==> src/rtl/jtag_scan_sequencer_if.sv <==
// jtag_scan_sequencer_if: JTAG pin bundle between the scan sequencer (master) and a downstream TAP (slave).
interface jtag_scan_sequencer_if;
   logic tck;
   logic tms;
   logic tdi;
   logic tdo;
   logic trst_n;
   modport master (output tck, tms, tdi, trst_n, input tdo);
   modport slave (input tck, tms, tdi, trst_n, output tdo);
endinterface

==> src/rtl/jtag_scan_sequencer.sv <==
// jtag_scan_sequencer: per start pulse loads IR, shifts a stimulus into DR, reads back and scores the response.
// Define JTAG_SEQ_RESP_MASK_EN to add resp_mask, whose zero bits mark don't-care response bits.
module jtag_scan_sequencer #(
   parameter int IR_W = 4,
   parameter int VEC_W = 268,
   parameter int RESP_W = 405,
   parameter int TCK_DIV = 2,
   parameter int ERR_W = 16
) (
   input  logic                     wb_clk_i,
   input  logic                     wb_rst_i,
   input  logic                     start,
   input  logic                     tap_reset,
   input  logic                     dr_mode,
   input  logic [IR_W-1:0]          instr,
   input  logic [VEC_W-1:0]         vector,
   input  logic [RESP_W-1:0]        golden,
`ifdef JTAG_SEQ_RESP_MASK_EN
   input  logic [RESP_W-1:0]        resp_mask,
`endif
   output logic                     busy,
   output logic                     done,
   output logic                     pass,
   output logic [ERR_W-1:0]         err_cnt,
   output logic [$clog2(RESP_W):0]  first_err,
   jtag_scan_sequencer_if.master    jtag
);
   localparam int M1 = IR_W > VEC_W ? IR_W : VEC_W;
   localparam int M2 = M1 > RESP_W ? M1 : RESP_W;
   localparam int MAX_LEN = M2 > 6 ? M2 : 6;
   localparam int CNT_W = $clog2(MAX_LEN);
   localparam int DIV_W = TCK_DIV > 1 ? $clog2(TCK_DIV) : 1;
   localparam int FE_W = $clog2(RESP_W) + 1;
   // Encoding order is the test order, so each phase advances to state + 1.
   typedef enum logic [3:0] {
      IDLE, TLR, IR_SEL, IR_SHIFT, IR_EXIT, DR_SEL, DR_LOAD, DR_MID, DR_READ, DR_EXIT, DONE
   } state_t;
   state_t state, state_n;
   logic [CNT_W-1:0] cnt, lm1;
   logic [DIV_W-1:0] div;
   logic tck_q, trst_q, mode_q, tick, rise, fall, last, tms, tdi, miss;
   logic [IR_W-1:0] instr_q;
   logic [VEC_W-1:0] vector_q;
   logic [RESP_W-1:0] golden_q;
`ifdef JTAG_SEQ_RESP_MASK_EN
   logic [RESP_W-1:0] mask_q;
   assign miss = mask_q[0] & (jtag.tdo ^ golden_q[0]);
`else
   assign miss = jtag.tdo ^ golden_q[0];
`endif
   assign busy = state != IDLE && state != DONE;
   assign done = state == DONE;
   assign tick = busy && div == DIV_W'(TCK_DIV - 1);
   assign rise = tick && !tck_q;
   assign fall = tick && tck_q;
   assign last = cnt == lm1;
   assign jtag.tck = tck_q;
   assign jtag.tms = tms;
   assign jtag.tdi = tdi;
   assign jtag.trst_n = trst_q;
   always_comb begin
      state_n = state;
      lm1 = '0;
      tms = 1'b1;
      tdi = 1'b0;
      case (state)
         TLR:      begin lm1 = CNT_W'(5); tms = cnt < CNT_W'(5); end
         IR_SEL:   begin lm1 = CNT_W'(3); tms = cnt < CNT_W'(2); end
         IR_SHIFT: begin lm1 = CNT_W'(IR_W - 1); tms = cnt == lm1; tdi = instr_q[0]; end
         IR_EXIT:  begin lm1 = CNT_W'(1); tms = cnt == '0; end
         DR_SEL:   begin lm1 = CNT_W'(2); tms = cnt == '0; end
         DR_LOAD:  begin lm1 = CNT_W'(VEC_W - 1); tms = cnt == lm1; tdi = vector_q[0]; end
         DR_MID:   begin
            lm1 = mode_q ? CNT_W'(4) : CNT_W'(2);
            tms = mode_q ? (cnt == '0 || cnt == CNT_W'(2)) : cnt == CNT_W'(1);
         end
         DR_READ:  begin lm1 = CNT_W'(RESP_W - 1); tms = cnt == lm1; end
         DR_EXIT:  begin lm1 = CNT_W'(1); tms = cnt == '0; end
         default: ;
      endcase
      if (state == IDLE) state_n = start ? (tap_reset ? TLR : IR_SEL) : IDLE;
      else if (state == DONE) state_n = IDLE;
      else if (fall && cnt == lm1) state_n = state_t'(state + 4'd1);
   end
   always_ff @(posedge wb_clk_i or posedge wb_rst_i)
      if (wb_rst_i) state <= IDLE;
      else state <= state_n;
   always_ff @(posedge wb_clk_i or posedge wb_rst_i)
      if (wb_rst_i) begin
         cnt <= '0;
         div <= '0;
         tck_q <= 1'b0;
         trst_q <= 1'b0;
         mode_q <= 1'b0;
         instr_q <= '0;
         vector_q <= '0;
         golden_q <= '0;
`ifdef JTAG_SEQ_RESP_MASK_EN
         mask_q <= '0;
`endif
         pass <= 1'b0;
         err_cnt <= '0;
         first_err <= '1;
      end else begin
         trst_q <= 1'b1;
         div <= tick || !busy ? '0 : div + 1'b1;
         if (tick) tck_q <= !tck_q;
         if (state == IDLE && start) begin
            mode_q <= dr_mode;
            instr_q <= instr;
            vector_q <= vector;
            golden_q <= golden;
`ifdef JTAG_SEQ_RESP_MASK_EN
            mask_q <= resp_mask;
`endif
            pass <= 1'b0;
            err_cnt <= '0;
            first_err <= '1;
         end
         // Stimulus bits present on tdi[0] and advance on the falling tick.
         if (fall) begin
            cnt <= last ? '0 : cnt + 1'b1;
            if (state == IR_SHIFT) instr_q <= instr_q >> 1;
            if (state == DR_LOAD) vector_q <= vector_q >> 1;
            if (state == DR_EXIT && last) pass <= err_cnt == '0;
         end
         if (rise && state == DR_READ) begin
            golden_q <= golden_q >> 1;
`ifdef JTAG_SEQ_RESP_MASK_EN
            mask_q <= mask_q >> 1;
`endif
            if (miss && err_cnt != '1) err_cnt <= err_cnt + 1'b1;
            if (miss && first_err == '1) first_err <= FE_W'(cnt);
         end
      end
endmodule
==> src/flat_wrapper.sv <==
// flat-port wrapper written by rule: the top's interface ports become plain ports
module jtag_scan_sequencer_flat 
#(
   parameter int IR_W = 4,
   parameter int VEC_W = 268,
   parameter int RESP_W = 405,
   parameter int TCK_DIV = 2,
   parameter int ERR_W = 16
)
  (wb_clk_i, wb_rst_i, start, tap_reset, dr_mode, instr, vector, golden, busy, done, pass, err_cnt, first_err, jtag_tck, jtag_tms, jtag_tdi, jtag_trst_n, jtag_tdo);
  jtag_scan_sequencer_if jtag_i ();
  input  logic wb_clk_i;
  input  logic wb_rst_i;
  input  logic start;
  input  logic tap_reset;
  input  logic dr_mode;
  input  logic [IR_W-1:0] instr;
  input  logic [VEC_W-1:0] vector;
  input  logic [RESP_W-1:0] golden;
  output logic busy;
  output logic done;
  output logic pass;
  output logic [ERR_W-1:0] err_cnt;
  output logic [$clog2(RESP_W):0] first_err;
  output wire logic [$bits(jtag_i.tck)-1:0] jtag_tck;
  output wire logic [$bits(jtag_i.tms)-1:0] jtag_tms;
  output wire logic [$bits(jtag_i.tdi)-1:0] jtag_tdi;
  output wire logic [$bits(jtag_i.trst_n)-1:0] jtag_trst_n;
  input wire logic [$bits(jtag_i.tdo)-1:0] jtag_tdo;
  assign jtag_tck = jtag_i.tck;
  assign jtag_tms = jtag_i.tms;
  assign jtag_tdi = jtag_i.tdi;
  assign jtag_trst_n = jtag_i.trst_n;
  assign jtag_i.tdo = jtag_tdo;
  jtag_scan_sequencer #(.IR_W(IR_W), .VEC_W(VEC_W), .RESP_W(RESP_W), .TCK_DIV(TCK_DIV), .ERR_W(ERR_W)) u_core (.wb_clk_i(wb_clk_i), .wb_rst_i(wb_rst_i), .start(start), .tap_reset(tap_reset), .dr_mode(dr_mode), .instr(instr), .vector(vector), .golden(golden), .busy(busy), .done(done), .pass(pass), .err_cnt(err_cnt), .first_err(first_err), .jtag(jtag_i));
endmodule
==> config.mk <==
export PLATFORM = sky130hd
export DESIGN_NAME = jtag_scan_sequencer_flat
export DESIGN_NICKNAME = d
export VERILOG_FILES = /design/src/rtl/jtag_scan_sequencer_if.sv /design/src/rtl/jtag_scan_sequencer.sv /design/src/flat_wrapper.sv
export SDC_FILE = /design/constraint.sdc
export NUM_CORES = 2
export LEC_CHECK = 0
export ABC_AREA = 0
export CORE_MARGIN = 2
export CORE_UTILIZATION = 35
export CTS_BUF_LIST = sky130_fd_sc_hd__clkbuf_4 sky130_fd_sc_hd__clkbuf_8 sky130_fd_sc_hd__clkbuf_16
export CTS_CLUSTER_DIAMETER = 150
export DETAILED_ROUTE_END_ITERATION = 8
export SYNTH_ARGS = -nofsm -noshare
export SYNTH_HDL_FRONTEND = slang
export SYNTH_SLANG_ARGS = --single-unit
==> constraint.sdc <==
create_clock -name wb_clk_i -period 51.1 [get_ports wb_clk_i]
set_input_delay 15.33 -clock wb_clk_i [delete_from_list [all_inputs] [get_ports wb_clk_i]]
set_output_delay 15.33 -clock wb_clk_i [all_outputs]
set_load 0.02 [all_outputs]
# Word-level counts from Yosys, hierarchy flattened
# Cells that the tools add are included.
# word_totals
ff_bits	721
inputBits	683
out_inout_bits	33
elab_cells	90
# classes
addsub	4
order_cmp	2
eq_ne	19
muxes	29
n_bitwise	1
n_reduce_logical	23
# ops
cell	n
$mux 405	2
$mux 268	3
$pmux 9 s7	1
$mux 16	3
$mux 10	3
$mux 4	7
$eq 9x2->1 const B	2
$eq 9x9->1 const B	2
$add 16x1->16 const B	1
$eq 4x3->1 const B	4
$logic_not 16->1	1
$ne 16x16->1 const B	1
$eq 4x4->1 const B	3
$eq 10x10->1 const B	1
$logic_and 1x1->1	10
$add 9x1->9 const B	1
$eq 9x1->1 const B	1
$eq 9x9->1	1
$logic_not 9->1	1
$lt 9x2->1 const B	1
$lt 9x3->1 const B	1
$mux 9	1
$eq 4x2->1 const B	2
$pmux 1 s7	1
17 further kinds	24

# Longest topological paths before layout
# depth
word_depth	8
mapped_depth	10

# Least setup slack after synthesis
# No wires, ideal clock.
# synth_path
kind	reg2out
startpoint	register u_core.state[2]
endpoint	output port jtag_tms
arrival_time_ns	2.182
required_time_ns	35.770
path_slack_ns	33.588
stages_incl_launch_ff	9
n_path_buf	2
path_cell_list	dfrtp_1 -> buf_6 -> clkbuf_1 -> inv_1 -> nor2_1 -> o21ba_2 -> nor3b_1 -> a31oi_1 -> o311ai_0
# synth_via
elab_chain_len	3
word_cells_on_any_way	11
cone_classes	9 x eq/ne; 1 x mux; 1 x reduce/logical
# synth_lines
element	line	source
start, declared	jtag_scan_sequencer.sv:38	state_t state, state_n;
start signal, assigned	jtag_scan_sequencer.sv:87	else state <= state_n;
$eq 4x3->1 or $eq 4x4->1 (tied branches)	jtag_scan_sequencer.sv:66	case (state)
$reduce_or 3->1 (no source line)	n/a	
$pmux 1 s7 (*)	jtag_scan_sequencer.sv:66	
end, declared	flat_wrapper.sv:26	output wire logic [$bits(jtag_i.tms)-1:0] jtag_tms;
# Mark *: on every way between the ends. The rest lies on a longest branch, timed or not.

==> impl_metrics.yaml <==
run_status:
  outcome: "finished, final reports clean"
synth:
  synth_ff_type: "dfrtp_1"
  synth_cells: 3678
  synth_area_um2: 33000
  async_flop_share_pct: 100
  avgSynthCellArea_um2: 8.97
  seq_area_frac_synth_pct: 54.7
  synthDistinctLibCells: 55
  ys_seq_elements: 721
  synth-edff-count: 0
  synthesis.nets: 4367
  ys_warn_count: 0
  synth_top_area_share_pct: 53.9
  yosys.area.top_type: "dfrtp_1"
  synthTopCellsByArea: "dfrtp_1, nand2_1, mux2i_1"
route:
  drt_first_pass_iters: 6
  drc: 0
  wire_per_inst_um: 17.8
  via_per_inst: 5.00
  wl_mm: 99.3
  dr.first_iter.drc_count: 2441
  ant_nets: 0
  num_vias: 27884
clocking:
  clk_path_buf_depth: 3
  cts_buffers: 82
  htreeDepth: 3
  ctsResizeCount: 0
  hold_buffers: 0
  post-cts-setup-buffers: 0
  clock_sinks: 721
  clkLatencyLatePin_ps: 650
  cts_tree: "done"
  clk_pin_slew_ps: 60
  clockRootBuffer: "clkbuf_16"
floorplan:
  initial_core_util_pct: 35.3
  die_h_um: 311
  die_area_um2: 96700
  num_rows: 112
  die_w_um: 311
  ios: 716
  coreArea_um2: 93300
sta:
  relSlewSlack_pct: 17.7
  fin_skew_ps: 21.4
  setup_viol: 0
  fin_crit_ps: 19100
  clock.fmax_ghz: 0.0524
  slew_viol_final: 0
  hold_viol: 0
  post-route-period-util_pct: 37.4
  worst_slack_ps: 32000
  rsz0062_at_grt: "false"
  worstMarginPinSlew_ps: 1220
  fin_setup_tns_ps: 0
power_and_ir_drop:
  powerDensity_nw_per_um2: 28.5
  irDropWorstVdd_v: 0.0000247
  power_mw: 1.24
  p_leak_nw: 15.9
grt:
  grt_first_pass_wirelength_mm: 155
  use_met3_pct: 6.96
  grtUsageTotal_pct: 20.1
  grt_pass1_vias: 27136
  antenna_found_initial: 63
  grt_max_degree: 277
  grt.busiest_layer: "met2"
  grt-ovfl-total: 0
  use_met1_pct: 25.1
  grtUsageMet2_pct: 31.9
placement:
  pre_cts_ws_ps: 31100
  io_buffers: 715
  dp_hpwl_mm: 67.5
  gp_routability_congestion: 0.838
final_layout:
  seq_area_um2: 18100
  area_growth_pct: 32.1
  layout-drive-gt1-share_pct: 4.58
  multiInputGateArea_um2: 13600
  final_cell_mix: "nand2_1, clkdlybuf4s50_1, dfrtp_1"
  fin_nets: 4906
  nFillCells: 9115
  postLayoutCoreUtil_pct: 46.7
  final_common_cell: "nand2_1"
worst_setup_path:
  arrival_ps: 19760
  critPathCaptureType: "asynchronous set/reset pin"
  worstReg2RegEnd: "u_core.vector_q[125]"
  cp_data_required_time_ps: 51760
  crit_fanout: 120
  startpoint: "wb_rst_i"
  ff2ff_path_depth: 7
  r2r_slack_ps: 45690
  r2r-start: "u_core.state[1]"
  path_class: "input port to asynchronous set/reset pin"
  crit_end: "u_core.golden_q[193]"
  startpoint_type: "input port"
flow_run:
  maxCapViolCount: 0
min_path:
  hp-class: "flop to flop"
  min_path_cells: 2
[cell usage after synthesis, types with 4 or more instances]
| cell type | n |
|---|---|
| clkbuf_1 | 202 |
| a21oi_1 | 12 |
| xor2_1 | 8 |
| nand4_1 | 10 |
| inv_1 | 14 |
| xnor2_1 | 13 |
| nor2_1 | 437 |
| buf_2 | 45 |
| nand2_1 | 1114 |
| nand3_1 | 15 |
| nor4_1 | 11 |
| and3_1 | 4 |
| ha_1 | 6 |
| o21ai_0 | 280 |
| dfstp_2 | 10 |
| nor3_1 | 5 |
| dfrtp_1 | 711 |
| nor3b_1 | 5 |
| a31oi_1 | 409 |
| buf_4 | 39 |
| mux2i_1 | 269 |
| o22a_1 | 9 |
[metrics by stage]
stage	instance area, um^2	hold WS, ps	instances
finish	43600	473	5575
global route	43600	498	5564
CTS	43500	470	5534
detailed placement	40700	462	5387
global placement	40700	460	5387
floorplan	33000	449	3678
[sequential cells by signal (all words and copies together) (netlist names)]
signal and cells:
u_core.jtag.tck 1, u_core.err_cnt 16, u_core.div 1, u_core.pass 1, u_core.mode_q 1, u_core.golden_q 405
u_core.first_err 10, u_core.instr_q 4, u_core.jtag.trst_n 1, u_core.state 4, u_core.cnt 9, u_core.vector_q 268
[final cells by class]
| cell class | instances | share of cell area (%) |
|---|---|---|
| Sequential cell | 721 | 41.4 |
| Tap cell | 1254 | 3.60 |
| Antenna cell | 41 | 0.235 |
| Clock inverter | 34 | 0.732 |
| Multi-Input combinational cell | 2655 | 31.2 |
| Timing Repair Buffer | 743 | 17.1 |
| Inverter | 14 | 0.138 |
| Clock buffer | 113 | 5.58 |
[per-layer routing]
| metal | part of all wire [%] | vias up | wire length, um |
|---|---|---|---|
| met5 | 0.35 | - | 349 |
| met4 | 3.0 | 50 | 3020 |
| met3 | 7.8 | 191 | 7780 |
| met2 | 47 | 743 | 46700 |
| met1 | 42 | 13353 | 41400 |
| li1 | - | 13547 | - |
[cell families after synthesis]
kind of cell,count (synthesis),share of synthesized area [%]
simple gates,1624,19.2
compound gates,733,13.0
flops,721,54.7
buf+inv,302,4.10
mux,270,8.20
xor+xnor,21,0.558
fa+ha+maj,6,0.228
other cells,1,0.0114
[power breakdown]
group	total (mW)	internal, mW	switching, mW
Sequential	0.571	0.571	0.00000789
Combinational	0.0678	0.0466	0.0212
Clock	0.603	0.354	0.249
Total	1.24	0.972	0.270
[worst max-delay path, cell delays in order]
cell and delay (ps):
clkdlybuf4s50_1 490, inv_8 610, buf_4 820, buf_4 720, buf_4 700, buf_4 800
[worst min-delay path by stage]
stage | end | slack (ps) | from
final | u_core.vector_q[264] | 470 | u_core.vector_q[265]
after global routing | u_core.vector_q[44] | 500 | u_core.vector_q[45]
after CTS | u_core.vector_q[7] | 470 | u_core.vector_q[8]
after detailed placement | u_core.vector_q[201] | 460 | u_core.vector_q[202]
after global placement | u_core.vector_q[15] | 460 | u_core.vector_q[16]
after floorplan | u_core.vector_q[0] | 450 | u_core.vector_q[1]
(Power assumes the default switching activity.)
